[config.mk]
export PLATFORM = sky130hd
export DESIGN_NAME = carew_request_conditioner
export DESIGN_NICKNAME = d
export VERILOG_FILES = /design/src/rtl/carew_request_conditioner.sv
export SDC_FILE = /design/constraint.sdc
export NUM_CORES = 1
export LEC_CHECK = 0
export CAP_MARGIN = 10
export CORE_UTILIZATION = 50
export DETAILED_ROUTE_END_ITERATION = 7
export MAX_ROUTING_LAYER = met4
export PLACE_DENSITY = 0.68
export SETUP_SLACK_MARGIN = 0.2
export SLEW_MARGIN = 20
export SYNTH_ARGS = -nofsm -noshare
export SYNTH_HDL_FRONTEND = slang
export SYNTH_SLANG_ARGS = --single-unit
[constraint.sdc]
create_clock -name clock -period 4.9 [get_ports clock]
set_clock_uncertainty 0.15 [all_clocks]
set_input_delay 0.49 -clock clock [delete_from_list [all_inputs] [get_ports clock]]
set_output_delay 0.49 -clock clock [all_outputs]
set_load 0.01 [all_outputs]
[src/rtl/carew_request_conditioner.sv]
//------------------------------------------------------------------------------
// Module      : carew_request_conditioner
// Description : Syncs, debounces and edge-detects the east-west pushbutton, then
//               latches one active-low request until the light FSM acknowledges it.
// Revision    : 1.0 - initial release
//------------------------------------------------------------------------------
`default_nettype none

module carew_request_conditioner #(
  parameter int DEBOUNCE_CYCLES = 500000,
  parameter int LOCKOUT_CYCLES  = 1000,
  parameter bit KEY_ACTIVE_LOW  = 1'b1,
  parameter int CNT_W           = 20
) (
  input  logic       clock,
  input  logic       reset,
  input  logic       key_raw,
  input  logic       ack,
  output logic       carew,
  output logic       req_pending,
  output logic       key_clean,
  output logic [7:0] press_count
);

  localparam logic [1:0] c_ST_IDLE    = 2'd0;
  localparam logic [1:0] c_ST_PENDING = 2'd1;
  localparam logic [1:0] c_ST_LOCKOUT = 2'd2;

  localparam logic             c_KEY_RELEASED = KEY_ACTIVE_LOW;
  localparam logic [CNT_W-1:0] c_DB_LAST      = CNT_W'(DEBOUNCE_CYCLES - 1);
  localparam logic [CNT_W-1:0] c_LK_LAST      = CNT_W'((LOCKOUT_CYCLES == 0) ? 0 : LOCKOUT_CYCLES - 1);

  logic             r_sync1;
  logic             r_sync2;
  logic             w_key_s;
  logic [CNT_W-1:0] r_db_cnt;
  logic             r_key_clean;
  logic             r_key_clean_d;
  logic             w_press;
  logic [1:0]       r_state;
  logic [CNT_W-1:0] r_lk_cnt;
  logic             r_carew;
  logic [7:0]       r_press_count;

  // Synchroniser flops reset to the released level so reset never looks like a press.
  always_ff @(posedge clock or posedge reset) begin
    if (reset) begin
      r_sync1 <= c_KEY_RELEASED;
      r_sync2 <= c_KEY_RELEASED;
    end else begin
      r_sync1 <= key_raw;
      r_sync2 <= r_sync1;
    end
  end

  generate
    if (KEY_ACTIVE_LOW) begin : g_key_active_low
      assign w_key_s = ~r_sync2;
    end else begin : g_key_active_high
      assign w_key_s = r_sync2;
    end
  endgenerate

  always_ff @(posedge clock or posedge reset) begin
    if (reset) begin
      r_db_cnt    <= '0;
      r_key_clean <= 1'b0;
    end else if (w_key_s == r_key_clean) begin
      r_db_cnt <= '0;
    end else if (r_db_cnt == c_DB_LAST) begin
      r_key_clean <= w_key_s;
      r_db_cnt    <= '0;
    end else begin
      r_db_cnt <= r_db_cnt + 1'b1;
    end
  end

  always_ff @(posedge clock or posedge reset) begin
    if (reset) begin
      r_key_clean_d <= 1'b0;
    end else begin
      r_key_clean_d <= r_key_clean;
    end
  end

  assign w_press = r_key_clean & ~r_key_clean_d;

  // Request FSM; carew is registered alongside the state so it cannot glitch.
  always_ff @(posedge clock or posedge reset) begin
    if (reset) begin
      r_state       <= c_ST_IDLE;
      r_lk_cnt      <= '0;
      r_carew       <= 1'b1;
      r_press_count <= 8'd0;
    end else begin
      case (r_state)
        c_ST_IDLE: begin
          if (w_press) begin
            r_state <= c_ST_PENDING;
            r_carew <= 1'b0;
            if (r_press_count != 8'hFF) begin
              r_press_count <= r_press_count + 8'd1;
            end
          end
        end
        c_ST_PENDING: begin
          if (ack) begin
            r_state  <= (LOCKOUT_CYCLES == 0) ? c_ST_IDLE : c_ST_LOCKOUT;
            r_lk_cnt <= '0;
            r_carew  <= 1'b1;
          end
        end
        c_ST_LOCKOUT: begin
          if (r_lk_cnt == c_LK_LAST) begin
            r_state <= c_ST_IDLE;
          end else begin
            r_lk_cnt <= r_lk_cnt + 1'b1;
          end
        end
        default: begin
          r_state <= c_ST_IDLE;
          r_carew <= 1'b1;
        end
      endcase
    end
  end

  assign carew       = r_carew;
  assign req_pending = ~r_carew;
  assign key_clean   = r_key_clean;
  assign press_count = r_press_count;

endmodule

`default_nettype wire
# Word level (Yosys, flattened, before mapping)
# Index checks and enable logic that the tools add are counted.
[word_totals]
reg_bits = 55
latchBits = 0
mem_bits_rw = 0
mem_bits_ro = 0
wordCells = 47
memories = 0
[op_classes]
add_sub_neg = 3
multipliers = 0
n_div = 0
n_lt_le_gt_ge = 0
n_eq_ne = 10
shift = 0
n_mux = 12
bitwise = 6
reduce_logical = 7
[ops]
columns = ["cell", "count"]
rows = [
  ["2-to-1 mux 20 bit", 4],
  ["adder 20 x 1 -> 20 bit (second input constant)", 2],
  ["case mux 20 bit (2 select lines)", 1],
  ["== test 20 x 10 -> 1 bit (second input constant)", 1],
  ["== test 20 x 19 -> 1 bit (second input constant)", 1],
  ["AND reduction 3 bit", 4],
  ["adder 8 x 1 -> 8 bit (second input constant)", 1],
  ["!= test 2 bit (second input constant)", 4],
  ["!= test 8 bit (second input constant)", 1],
  ["2-to-1 mux 2 bit", 3],
  ["case mux 2 bit (3 select lines)", 1],
  ["NOT 1 bit", 5],
  ["case mux 1 bit (3 select lines)", 1],
  ["== test 2 x 1 -> 1 bit (second input constant)", 1],
  ["== test 2 bit (second input constant)", 1],
  ["logical NOT 2 bit", 1],
  ["2-to-1 mux 1 bit", 2],
  ["AND reduction 2 bit", 1],
  ["nonzero test 2 bit", 1],
  ["AND 1 bit", 1],
  ["== test 1 bit", 1],
]

# Longest topological paths before layout
# Gate-level depths: netlist of the first run.
[depth]
ltp_word = 4
ltp_mapped = 7
ltp_nobuf = 6

# Worst setup path after synthesis of the first run
# OpenSTA, ideal clock, no wires.
[synth_timing]
kind = "register to register"
from = "register r_state[1]"
to = "register r_press_count[5] (netlist: press_count[5])"
arrival_ps = 1684
setup_slack_ps = 2941
stages_incl_launch_ff = 7
path_buffers = 1
period_less_slack_ps = 1959
path_cell_list = "dfrtp_1 -> buf_6 -> or4b_4 -> a41oi_4 -> and3_4 -> nand4_2 -> xnor2_1"
[synth_via]
elab_chain_cells = 2
[synth_lines]
columns = ["item", "line_no", "rtl"]
rows = [
  ["from (decl)", "40", "logic [1:0] r_state;"],
  ["from (signal assigned)", "91", "r_state <= c_ST_IDLE;"],
  ["from (signal assigned)", "99", "r_state <= c_ST_PENDING;"],
  ["from (signal assigned)", "108", "r_state <= (LOCKOUT_CYCLES == 0) ? c_ST_IDLE : c_ST_LOCKOUT;"],
  ["logical NOT 2 bit", "96", "case (r_state)"],
  ["AND reduction 3 bit (no line)", "--", ""],
  ["to (signal assigned)", "102", "r_press_count <= r_press_count + 8'd1;"],
  ["to (decl)", "43", "logic [7:0] r_press_count;"],
]
# No other way between the ends.
# A chain may end at the register's enable or synchronous reset.

# Final worst setup path of the first run
[layout_timing]
from = "register r_lk_cnt[1]"
to = "register r_lk_cnt[18]"
[layout_via]
elab_chain_cells = 3
elab_cells_between_ends = 6
classes_between = "add/sub (1); eq/ne (2); mux (2); reduce/logical (1)"
[layout_lines]
columns = ["item", "line_no", "rtl"]
rows = [
  ["from (decl)", "41", "logic [CNT_W-1:0] r_lk_cnt;"],
  ["from (signal assigned)", "117", "r_lk_cnt <= r_lk_cnt + 1'b1;"],
  ["adder 20 x 1 -> 20 bit or == test 20 x 10 -> 1 bit (tied branches)", "117, 114", ""],
  ["2-to-1 mux 20 bit or != test 2 bit (tied branches)", "--", ""],
  ["case mux 20 bit (2 select lines) or AND reduction 3 bit (tied branches)", "--", ""],
]
# Several ways; a longest one is shown, not always the timed one. The select of a mux whose other input is x is not followed.

==> results of run 1 <==
## worst paths after layout
kind                       cells past startpoint         from              to
min                                            0      r_sync1         r_sync2
min in group asynchronous                      3        reset  press_count[0]
max                                            5  r_lk_cnt[1]    r_lk_cnt[18]
max reg2reg                                    5  r_lk_cnt[1]    r_lk_cnt[18]
max in group asynchronous                      3        reset    r_lk_cnt[13]
min reg2reg                                    0      r_sync1         r_sync2
## Yosys cell counts
library cell	number	share of area
a21o_1	1	0.0027
a21oi_1	9	0.016
a22o_1	1	0.0032
a31o_2	1	0.0032
a31oi_1	5	0.011
a41oi_1	4	0.013
a41oi_4	1	0.010
and2_1	4	0.0091
and3_1	5	0.011
and3_4	1	0.0041
and4_1	4	0.013
buf_2	7	0.013
buf_6	1	0.0041
clkbuf_1	1	0.0014
dfrtp_1	52	0.47
dfstp_2	3	0.029
ha_1	3	0.014
inv_1	8	0.011
mux2_2	1	0.0041
mux2i_1	1	0.0036
nand2_1	29	0.039
nand2b_1	2	0.0045
nand3_1	20	0.036
nand3b_1	2	0.0054
nand4_1	6	0.014
nand4_2	1	0.0045
nor2_1	34	0.046
nor2b_1	1	0.0023
nor3_1	6	0.011
nor3b_1	1	0.0027
nor4_1	7	0.016
nor4_2	2	0.0091
nor4b_1	2	0.0063
o21ai_0	20	0.036
o31ai_1	5	0.014
o41ai_1	1	0.0032
or2_2	1	0.0023
or3_1	3	0.0068
or4b_4	1	0.0050
xnor2_1	12	0.038
xor2_1	16	0.051
## state kept, by name (all words and copies together), names as in the netlist
register and count:
r_db_cnt 20, r_lk_cnt 20, press_count 8, r_state 2, carew 1, key_clean 1, r_key_clean_d 1, r_sync1 1
r_sync2 1
## stage by stage
stage | std cells | hold WS [ps] | cell area [µm²] | total power [mW] | setup WS (ps)
floorplan | 285 | 195 | 2760 | 0.481 | 2920
global placement | 361 | 199 | 2950 | 0.488 | 2610
detailed placement | 361 | 205 | 2950 | 0.488 | 2590
CTS | 369 | 218 | 3040 | 0.755 | 2660
global route | 369 | 216 | 3040 | 0.779 | 2380
finish | 369 | 216 | 3040 | 0.741 | 2620
## logic make-up (layout without fill, tap and decap cells)
logic type / after synthesis / count (layout) / share of synthesized area
compound gates: 48 / 48 / 0.112
xor+xnor: 28 / 28 / 0.0888
fa+ha+maj: 3 / 3 / 0.0136
buf+inv: 17 / 31 / 0.0290
flops: 55 / 55 / 0.500
mux: 2 / 2 / 0.00771
simple gates: 132 / 132 / 0.248
## worst register-to-register path, cell delays in order, from the launching register on
cell and delay [ps]:
dfrtp_1 410, ha_1 220, nand3_1 240, nor4_2 530
nand2_1 170, o41ai_1 430
## per-layer routing
metal	vias to the layer above	share of wire	wire length, µm	track usage
met5	-	0	0	-
met4	0	0.025	127	0.0981
met3	13	0.024	124	0.0287
met2	41	0.45	2290	0.298
met1	957	0.50	2570	0.286
li1	1033	-	-	-
## layout make-up
cell class | count | area share
clock buffer | 6 | 0.0271
clock inverter | 2 | 0.00452
inverter | 8 | 0.00987
multi-input combinational | 213 | 0.427
sequential | 55 | 0.454
tap | 70 | 0.0288
timing repair buffer | 15 | 0.0485
## report_power, final
part | switching, mW | internal (mW) | total (mW) | leakage, nW
combinational | 0.0137 | 0.00519 | 0.0189 | 0.542
sequential | 0.00251 | 0.457 | 0.460 | 0.667
clock | 0.147 | 0.116 | 0.263 | 0.0516
total | 0.163 | 0.578 | 0.741 | 1.26
==> results.ini, run 1 <==
[floorplan]
die_area_um2=5820
floorplan.rows=26
pin_count=15
start_util=0.530
die_y_um=76.3
core_um2=5200
die_w_um=76.3

[clock_network]
clock_latency_ps=310
path_clk_slew_ps=100
clockRootBuffer=clkbuf_8
cts_tree=yes
numCtsBuffers=5
cts.sinks=55
ctsLongestPathBuffers=2
post_cts_buffers=0
cts_hold_buf=0
h-tree-depth=2
cts-resized-gates=0

[setup_path]
ff2ff_setup_slack_ps=2620
path_cells=ha_1, nand3_1, nor4_2, nand2_1, o41ai_1
slowest_stage=nor4_2
cp.required_ps=4920
startpoint_type=flop
path_delay_family=simple AND/OR/NAND/NOR gates
slowest_delay_ps=530
critPathMaxFanout=6
crit_buf_inv=0
cp-end-kind=flop
cp.arrival_ps=2300
path_class=reg2reg

[placed_design]
hpwlAfterDp_um=3520
numPortBuffers=14
place.gp.congestion=0.821

[drt]
remaining_drc_errors=0
drt-total-wl_um=5110
wl_per_cell_um=13.9
drt_iter0_drc=151
via_per_inst=5.54
drt_first_pass_iters=4
detailroute.via_count=2044
final_antenna_net_count=0

[timing]
final_max_slew_viol_count=0
fin_crit_sh=0.464
setup_viol=0
setup_tns_ps=0
max_clock_freq_mhz=439
layout_min_cycle_time_ps=2280
max_slew_margin=0.448
rsz0062_at_grt=false
tightest_slew_ps=821
final_hold_viol_count=0

[yosys]
synth_seq_cells=55
synth_nets=292
ys_warn_count=0
synth_area_um2=2760
ys_seq_area_frac=0.500
syn_area_per_cell_um2=9.68
netlist_instances=285
synth_cell_types=41

[global_route]
overflow=0
grt_pass1_wl_um=9340
grt_max_degree=56
grt_use_total=0.206
first_global_vias=1984
grt_antenna_before_repair=0

[layout]
drive_above_1_share=0.0736
area_growth_pct=10.2
final_util=0.584
multi_input_area_um2=1300
n_antenna_cell=0
final_cell_mix=dfrtp_1, nor2_1, nand2_1
nNetsFinal=305
seq_area_um2=1380
fill_cells=432
final_common_cell=dfrtp_1

[run]
max_cap_viol_count=0

[power_and_ir_drop]
leakage_nw=1.26
pwr_density_cell_nw_per_um2=244
vdd_drop_max_v=0.000131

[status]
status=finished clean

[worst_hold_path]
hp-class=reg2reg

(Power assumes the default switching activity.)
==> run 2: changes to the inputs <==
- clock period: 4.9 -> 2.25 ns (I/O delays scaled with it)
==> run 2 against run 1 <==
Die area unchanged. Register-to-register slack worse by 2300 ps. Combinational power up 140%. Critical path type unchanged. Worst setup slack worse by 2300 ps.
==> results.ini, run 2 (synthesis results as in run 1) <==
[placed_design]
dp_slack_ps=108
hpwlAfterDp_um=3460
numPortBuffers=14
place_inst=369
place.gp.congestion=0.850

[global_route]
grt_antenna_before_repair=0
grt_max_degree=56
first_global_vias=1987
overflow=0
grt_use_total=0.201
grt_pass1_wl_um=9220

[timing]
layout_min_cycle_time_ps=1960
final_hold_viol_count=0
setup_ws_ps=294
setup_tns_ps=0
setup_viol=0
fin_crit_sh=0.869
tightest_slew_ps=535
max_slew_margin=0.640
max_clock_freq_mhz=511
final_max_slew_viol_count=0
rsz0062_at_grt=false
whs_ps=116

[floorplan]
pin_count=15
die_area_um2=5820
start_util=0.530
floorplan.rows=26
die_w_um=76.3
die_y_um=76.3
core_um2=5200

[clock_network]
cts_hold_buf=0
path_clk_slew_ps=110
ctsLongestPathBuffers=2
cts.sinks=55
numCtsBuffers=5
clock_latency_ps=320
h-tree-depth=2
clockRootBuffer=clkbuf_8
cts_tree=yes

[setup_path]
slowest_stage=dfrtp_1
path_delay_family=simple AND/OR/NAND/NOR gates
cp.arrival_ps=2040
cp-end-kind=flop
crit_buf_inv=1
path_cells=nor4_1, and3_2, a31o_4, inv_1, a31oi_1
path_class=reg2reg
critPathMaxFanout=13
slowest_delay_ps=450
cp.required_ps=2330
startpoint_type=flop

[layout]
final_common_cell=dfrtp_1
final_cell_mix=dfrtp_1, nor2_1, nand2_1
finalNonFillerCells=380
n_antenna_cell=0
nNetsFinal=316
area_growth_pct=15.9
drive_above_1_share=0.139

[drt]
detailroute.via_count=2130
drt_iter0_drc=113
drt_first_pass_iters=4
drt-total-wl_um=5230
remaining_drc_errors=0
via_per_inst=5.61
wl_per_cell_um=13.8
final_antenna_net_count=0

[power_and_ir_drop]
vdd_drop_max_v=0.000321
p_total_mw=1.62
pwr_density_cell_nw_per_um2=506
leakage_nw=1.32

[run]
max_cap_viol_count=0

[status]
status=finished clean

[worst_hold_path]
hp-class=in2async

run 2: cell count changes in the layout (fill, tap and decap cells not counted), sizes merged:
| cell | before | now |
|---|---|---|
| buf | 1 | 12 |
| clkbuf | 6 | 5 |
| clkinvlp | 0 | 1 |
run 2: worst reg2reg max path, cell delays in order, from the launching register on:
cell and delay [ps]:
dfrtp_1 450, nor4_1 350, and3_2 300, a31o_4 260
inv_1 150, a31oi_1 210
run 2: what timing repair did:
| item | 4_1_cts | 5_1_grt |
|---|---|---|
| setup endpoints to repair | 8 | 31 |
| pin swaps | 0 | 2 |
| setup buffers | 0 | 3 |
| gates resized for setup | 2 | 13 |
run 2: per-stage QoR:
step	utilization	cell area, µm²
floorplan	-	2760
global placement	0.580	3020
detailed placement	0.580	3020
CTS	0.601	3130
global route	0.614	3200
finish	0.614	3200
run 2: final timing paths:
check	end	from	slack, ps	depth (start not counted)
min	press_count[0]	reset	120	3
max reg2reg	r_lk_cnt[15]	r_lk_cnt[12]	290	5
min in group clock	r_sync1	key_raw	160	1
max	r_lk_cnt[15]	r_lk_cnt[12]	290	5
min reg2reg	r_sync2	r_sync1	210	0
max in group asynchronous	r_sync1	reset	1540	3
run 2: final cells by class:
| cell class | count | area [µm²] |
|---|---|---|
| well taps | 70 | 87.6 |
| flip-flops and latches | 55 | 1380 |
| clock buffers | 5 | 68.8 |
| multi-input cells | 213 | 1360 |
| fillers | 444 | 2010 |
| repair buffers | 26 | 243 |
| inverters | 8 | 30.0 |
| clock inverters | 3 | 27.5 |
run 2: layer usage:
| metal | part of all wire | global-route usage | vias to the layer above |
|---|---|---|---|
| met5 | 0 | - | - |
| met2 | 0.46 | 0.311 | 42 |
| met1 | 0.48 | 0.265 | 1013 |
| li1 | - | - | 1069 |
| met3 | 0.042 | 0.0407 | 6 |
| met4 | 0.012 | 0.0635 | 0 |
run 2: power by group:
part / internal [mW] / leakage, nW / switching (mW)
sequential: 0.995 / 0.665 / 0.00516
clock: 0.229 / 0.0463 / 0.343
combinational: 0.0144 / 0.607 / 0.0306
==> run 3: changes to the inputs <==
- GPL_TIMING_DRIVEN: not set -> 0
==> run 3 against run 2 <==
Die area stayed put. Critical path depth is 1 higher. Clock power hardly changed. Worst setup slack worse by 29 ps. Count of clock-buffer cells in the layout is 1 higher. Register-to-register slack worse by 30 ps. Sequential power hardly changed. Fmax is 1.4% lower. Non-clock buffer count is 5 higher. Flip-flop and latch count stayed put. Final cell count is 1.3% higher. Final area is 2.7% higher. Highest routed layer unchanged.
==> results.ini, run 3 (synthesis results as in run 1) <==
[status]
status=finished clean

[setup_path]
ff2ff_setup_slack_ps=260
critPathMaxFanout=5
crit_start=r_state[1]
path_class=reg2reg
startpoint_type=flop
cp.arrival_ps=2040
cp-end-kind=flop
cp.required_ps=2310
r2r-start=r_state[1]

[clock_network]
clockRootBuffer=clkbuf_8
cts_tree=yes
clock_latency_ps=310
ctsLongestPathBuffers=2
numCtsBuffers=5
cts.sinks=55
cts_hold_buf=0
h-tree-depth=2
path_clk_slew_ps=100

[floorplan]
core_um2=5200
die_area_um2=5820
die_y_um=76.3
pin_count=15
floorplan.rows=26
start_util=0.530
die_w_um=76.3

[drt]
detailroute.via_count=2187
remaining_drc_errors=0
final_antenna_net_count=0
drt_first_pass_iters=4
drt_iter0_drc=77
wl_per_cell_um=14.4
drt-total-wl_um=5530
via_per_inst=5.68

[global_route]
first_global_vias=2145
grt_antenna_before_repair=0
use_met2=0.345
overflow=0
grt_pass1_wl_um=9620
grt_max_degree=56
met3_usage=0.0251
top_usage_layer=met2
grt_use_total=0.209
grtUsageMet1=0.266

[timing]
rsz0062_at_grt=true
max_clock_freq_mhz=504
setup_tns_ps=0
fin_crit_sh=0.882
setup_viol=0
tightest_slew_ps=661
layout_min_cycle_time_ps=1990
final_hold_viol_count=0
final_max_slew_viol_count=0
max_slew_margin=0.559

[layout]
final_cell_mix=dfrtp_1, nor2_1, nand2_1
area_growth_pct=19.0
final_util=0.631
seq_area_um2=1380
drive_above_1_share=0.159
fill_cells=438
nNetsFinal=321
multi_input_area_um2=1420
final_common_cell=dfrtp_1
n_antenna_cell=0

[power_and_ir_drop]
vdd_drop_max_v=0.000322
leakage_nw=1.39
pwr_density_cell_nw_per_um2=492

[worst_hold_path]
hp-class=in2reg
hp-start=key_raw

[placed_design]
hpwlAfterDp_um=3760
place.gp.congestion=0.842
numPortBuffers=14

[run]
max_cap_viol_count=0

-- run 3: cell count changes in the layout (fill, tap and decap cells not counted), sizes merged --
cell,previous run,this run
buf,12,14
clkbuf,5,9
inv,9,8
-- run 3: cell type report --
class / instances / area share
Multi-Input combinational cell: 213 / 0.432
Sequential cell: 55 / 0.420
Timing Repair Buffer: 22 / 0.0610
Tap cell: 70 / 0.0267
Clock buffer: 6 / 0.0251
Buffer: 9 / 0.0198
Inverter: 8 / 0.00990
Clock inverter: 2 / 0.00495
-- run 3: worst paths after layout --
kind,endpoint,cells past startpoint
worst max-delay path,press_count[5],6
worst min-delay path,r_sync1,1
worst max register to register,press_count[5],6
worst min register to register,r_sync2,0
max in group asynchronous,r_db_cnt[15],2
min in group asynchronous,press_count[0],2
-- run 3: timing repair --
action,in CTS,in global routing
setup endpoints to repair,18,29
resized for setup,10,16
cloned,0,0
endpoints found under the hold margin,0,0
pin swaps,2,6
buffers inserted,2,6
-- run 3: per-stage QoR --
step | cells | worst slack [ps] | hold WS, ps | power (mW) | area, µm²
floorplan | 285 | 291 | 79.5 | 1.05 | 2760
global placement | 369 | -488 | 197 | 1.06 | 2990
detailed placement | 369 | 17.4 | 210 | 1.07 | 2990
CTS | 379 | 207 | 194 | 1.64 | 3150
global route | 385 | 180 | 192 | 1.69 | 3280
finish | 385 | 265 | 203 | 1.62 | 3280
-- run 3: routing by layer --
layer,share of wire,routed length (µm),vias to the layer above
met5,0,0,-
met4,0.011,61,0
met3,0.029,159,6
met2,0.50,2770,38
met1,0.46,2540,1074
li1,-,-,1069
-- run 3: power by group --
group | internal [mW] | total (mW) | switching (mW)
clock network | 0.252 | 0.572 | 0.320
logic | 0.0135 | 0.0451 | 0.0316
registers | 0.995 | 1.00 | 0.00538
-- run 3: worst max-delay path, cell delays in order (launching register included) --
cell,delay [ps]
dfrtp_1,380
buf_6,120
or4b_4,550
a41oi_4,190
and3_4,240
nand4_4,110
xnor2_2,150
